`src/rtl/axis_ready_shaper.sv`:
```
// Start-up hold-off and rotating-mask back-pressure for stream sinks; TREADY is registered
// and never looks at TVALID.
module axis_ready_shaper #(
  parameter logic [15:0] START_DELAY   = 16'd16,
  parameter logic [7:0]  READY_PATTERN = 8'hFF
) (
  input  logic clk,
  input  logic reset,
  input  logic waiting_i,     // sink is still in its start-up state
  input  logic run_next_i,    // sink leaves (or is past) start-up next cycle
  output logic start_done_o,
  output logic tready_o
);

  logic [15:0] delay_q, delay_d;
  logic [2:0]  ptr_q, ptr_d, ptr_inc;
  logic        tready_q, tready_d;

  always_comb begin
    // Last start-up cycle is the one where delay_q == START_DELAY-1.
    start_done_o = ({1'b0, delay_q} + 17'd1) >= {1'b0, START_DELAY};
    delay_d      = delay_q;
    if (waiting_i && !start_done_o) begin
      delay_d = delay_q + 16'd1;
    end
    ptr_inc  = ptr_q + 3'd1;
    ptr_d    = waiting_i ? ptr_q : ptr_inc;
    tready_d = run_next_i ? READY_PATTERN[ptr_inc] : 1'b0;
  end

  always_ff @(posedge clk) begin
    if (reset) begin
      delay_q  <= 16'd0;
      ptr_q    <= 3'd0;
      tready_q <= 1'b0;
    end else begin
      delay_q  <= delay_d;
      ptr_q    <= ptr_d;
      tready_q <= tready_d;
    end
  end

  assign tready_o = tready_q;

endmodule

```
`config.mk`:
```
export PLATFORM = sky130hd
export DESIGN_NAME = axis_ready_shaper
export DESIGN_NICKNAME = d
export VERILOG_FILES = /design/src/rtl/axis_ready_shaper.sv
export SDC_FILE = /design/constraint.sdc
export NUM_CORES = 1
export LEC_CHECK = 0
export BUFFER_PORTS_ARGS = -buffer_cell sky130_fd_sc_hd__buf_2
export CAP_MARGIN = 15
export CORE_UTILIZATION = 45
export CTS_BUF_LIST = sky130_fd_sc_hd__clkbuf_4
export CTS_CLUSTER_SIZE = 30
export DETAILED_ROUTE_END_ITERATION = 6
export SYNTH_ARGS = -nofsm -noshare
export SYNTH_HDL_FRONTEND = slang
export SYNTH_SLANG_ARGS = --single-unit
```
`constraint.sdc`:
```
create_clock -name clk -period 2.9 [get_ports clk]
set_input_delay 0.29 -clock clk [delete_from_list [all_inputs] [get_ports clk]]
set_output_delay 0.29 -clock clk [all_outputs]
set_load 0.05 [all_outputs]
```
==> flow_metrics.py <==
metrics = {
    "outcome": {
        "status": "finished, final reports clean",
    },
    "timing": {
        "setup_viol_count_final": 0,
        "hold_ws_ps": 209,
        "relSlewSlack_pct": 66.7,
        "period_needed_ps": 2470,
        "slew_violations": 0,
        "fin_setup_tns_ps": 0,
        "skew_ps": 1.43,
        "worst-slew-pin-transition_ps": 495,
        "max_freq_mhz": 405,
        "fin_crit_sh_pct": 85.1,
        "rsz0062_at_grt": "false",
        "hold_violations": 0,
    },
    "pwr": {
        "powerDensity_mw_per_mm2": 431,
        "power_w": 0.000398,
        "ir_drop_v": 0.000237,
        "p_leak_nw": 0.339,
    },
    "cells_and_area": {
        "diodes": 0,
        "fin_nets": 101,
        "stdcell_count": 119,
        "synthToLayoutAreaGrowth_pct": 7.75,
        "drive_above_1_share_pct": 17.0,
        "final_core_util_pct": 52.8,
    },
    "logic_synthesis": {
        "ys.flop_type": "dfxtp_1",
        "ys_ff_latch": 17,
        "ys_seq_area_share_pct": 39.8,
        "syn_avg_cell_area_sq_um": 9.62,
        "synth_edf_count": 0,
        "netlist_area_sq_um": 856,
        "synth_cells": 89,
        "ys_types": 33,
        "synth_nets": 95,
        "yosysWarnings": 0,
        "ys_async_sr_fraction_pct": 0,
    },
    "floorplan": {
        "dieWidth_um": 45.6,
        "dieArea_sq_mm": 0.00208,
        "start_util_pct": 49.0,
        "core_sq_mm": 0.00175,
        "die_h_um": 45.6,
        "io_pins": 6,
        "rows": 15,
    },
    "placed_design": {
        "io_buffers": 5,
        "dp_hpwl_um": 1090,
        "place.gp.congestion": 0.882,
        "dpl.cell_count": 115,
    },
    "cts": {
        "clockBufferDepth": 2,
        "cts_sinks": 17,
        "post_cts_buffers": 0,
        "htreeDepth": 1,
        "cts_tree": "built",
        "hold_buffers": 0,
        "cts_resized": 0,
        "path_clk_slew_ps": 90,
        "worstSkewPairLatency_ps": 280,
        "cts_inserted_buffers": 3,
        "cts-root-buf": "clkbuf_4",
    },
    "job": {
        "max_cap_viol_count": 0,
    },
    "global_route": {
        "grt_usage_pct": 17.6,
        "grt_max_degree": 22,
        "grt_pass1_vias": 552,
        "grt_overflow": 0,
        "grt_pass1_wl_um": 2590,
        "grt_antenna_before_repair": 0,
    },
    "setup_path": {
        "cp.required_ps": 2610,
        "crit_type": "reg2out",
        "crit_arrival_ps": 2180,
        "endpoint_kind": "primary output",
        "critPathMaxFanout": 10,
        "crit_path_start_kind": "flip-flop",
    },
    "detailed_routing": {
        "wl_per_cell_um": 12.6,
        "num_vias": 659,
        "drt-total-wl_um": 1500,
        "vias_per_cell": 5.54,
        "drtIter0Drc": 7,
        "first_pass_iters": 4,
        "drc": 0,
        "antenna_left": 0,
    },
    "worst_hold_path": {
        "min_path_type": "in2reg",
    },
}
-- cell families (layout without fill, tap and decap cells) --
kind of cell,Yosys count,count (layout),share of synthesized area (%)
AOI/OAI and AO/OA,7,7,8.04
muxes,5,5,6.29
buffers and inverters,6,11,3.65
adders and majority gates,2,2,2.92
and+or+nand+nor,52,52,39.3
DFF,17,17,39.8
-- power by group --
part / switching (W) / internal (W) / total, W / leakage, nW
clock network: 0.0000681 / 0.0000628 / 0.000131 / 0.0184
logic: 0.0000139 / 0.00000938 / 0.0000233 / 0.183
registers: 0.00000687 / 0.000237 / 0.000244 / 0.138
total: 0.0000889 / 0.000309 / 0.000398 / 0.339
-- layout make-up --
cell class / instances / area [sq um]
sequential: 17 / 340
multi-input combinational: 66 / 484
timing repair buffer: 6 / 32.5
fill: 162 / 823
inverter: 1 / 3.75
clock buffer: 4 / 30.0
tap: 25 / 31.3
-- cell usage after synthesis, types with 2 or more instances --
cell       n  area share, %
a21oi_1    2            1.2
and3_1     3            2.2
buf_4      2            1.8
clkbuf_1   2           0.88
dfxtp_1   17             40
ha_1       2            2.9
mux2_1     3            3.9
mux2i_1    2            2.3
nand2_1    4            1.8
nand3_1    2            1.2
nand4_1    6            4.4
nor2_1     4            1.8
nor2b_1    7            5.1
nor3_1     5            2.9
nor3b_1    9            7.9
nor4_1     2            1.5
-- per-layer routing --
layer	track usage, %	up-vias	routed length [um]
met2	23.7	23	644
met4	9.70	0	13
met5	0	-	0
met3	3.57	2	97
li1	-	338	-
met1	25.5	296	742
-- stage by stage --
stage          worst slack [ps]  area [sq um]
6_report                    434           922
3_3_place_gp                615           892
4_1_cts                     423           922
5_1_grt                     231           922
3_5_place_dp                612           892
2_1_floorplan               786           856
-- registers in the layout, indices dropped and copies added (netlist names) --
| signal | cells |
|---|---|
| tready_o | 1 |
| delay_q | 16 |
-- layout by cell type, fill, tap and decap left out, types with 2 or more instances in the layout --
master / netlist / routed
nor2_1: 4 / 4
nor2b_1: 7 / 7
a21oi_1: 2 / 2
nor3b_1: 9 / 9
and3_1: 3 / 3
nand2_1: 4 / 4
clkbuf_4: 0 / 4
nor3_1: 5 / 5
buf_2: 1 / 5
mux2_1: 3 / 3
nor4_1: 2 / 2
nand4_1: 6 / 6
mux2i_1: 2 / 2
ha_1: 2 / 2
dfxtp_1: 17 / 17
nand3_1: 2 / 2
-- worst paths after layout --
kind	start	to	slack, ps	cells after the start
max	delay_q[0]$_SDFFE_PP0P_	start_done_o	430	7
min	run_next_i	tready_o$_SDFF_PP0_	210	2
max reg2reg	delay_q[0]$_SDFFE_PP0P_	delay_q[3]$_SDFFE_PP0P_	550	7
min reg2reg	delay_q[14]$_SDFFE_PP0P_	delay_q[14]$_SDFFE_PP0P_	480	1
-- critical path, stage by stage (launching register included) --
cell and delay (ps):
dfxtp_1 520, ha_1 280, and3_1 230, nand4_1 120, a211oi_1 220, a21oi_1 120
nand4b_1 180, buf_2 220
Power figures use the tool's default switching activity.
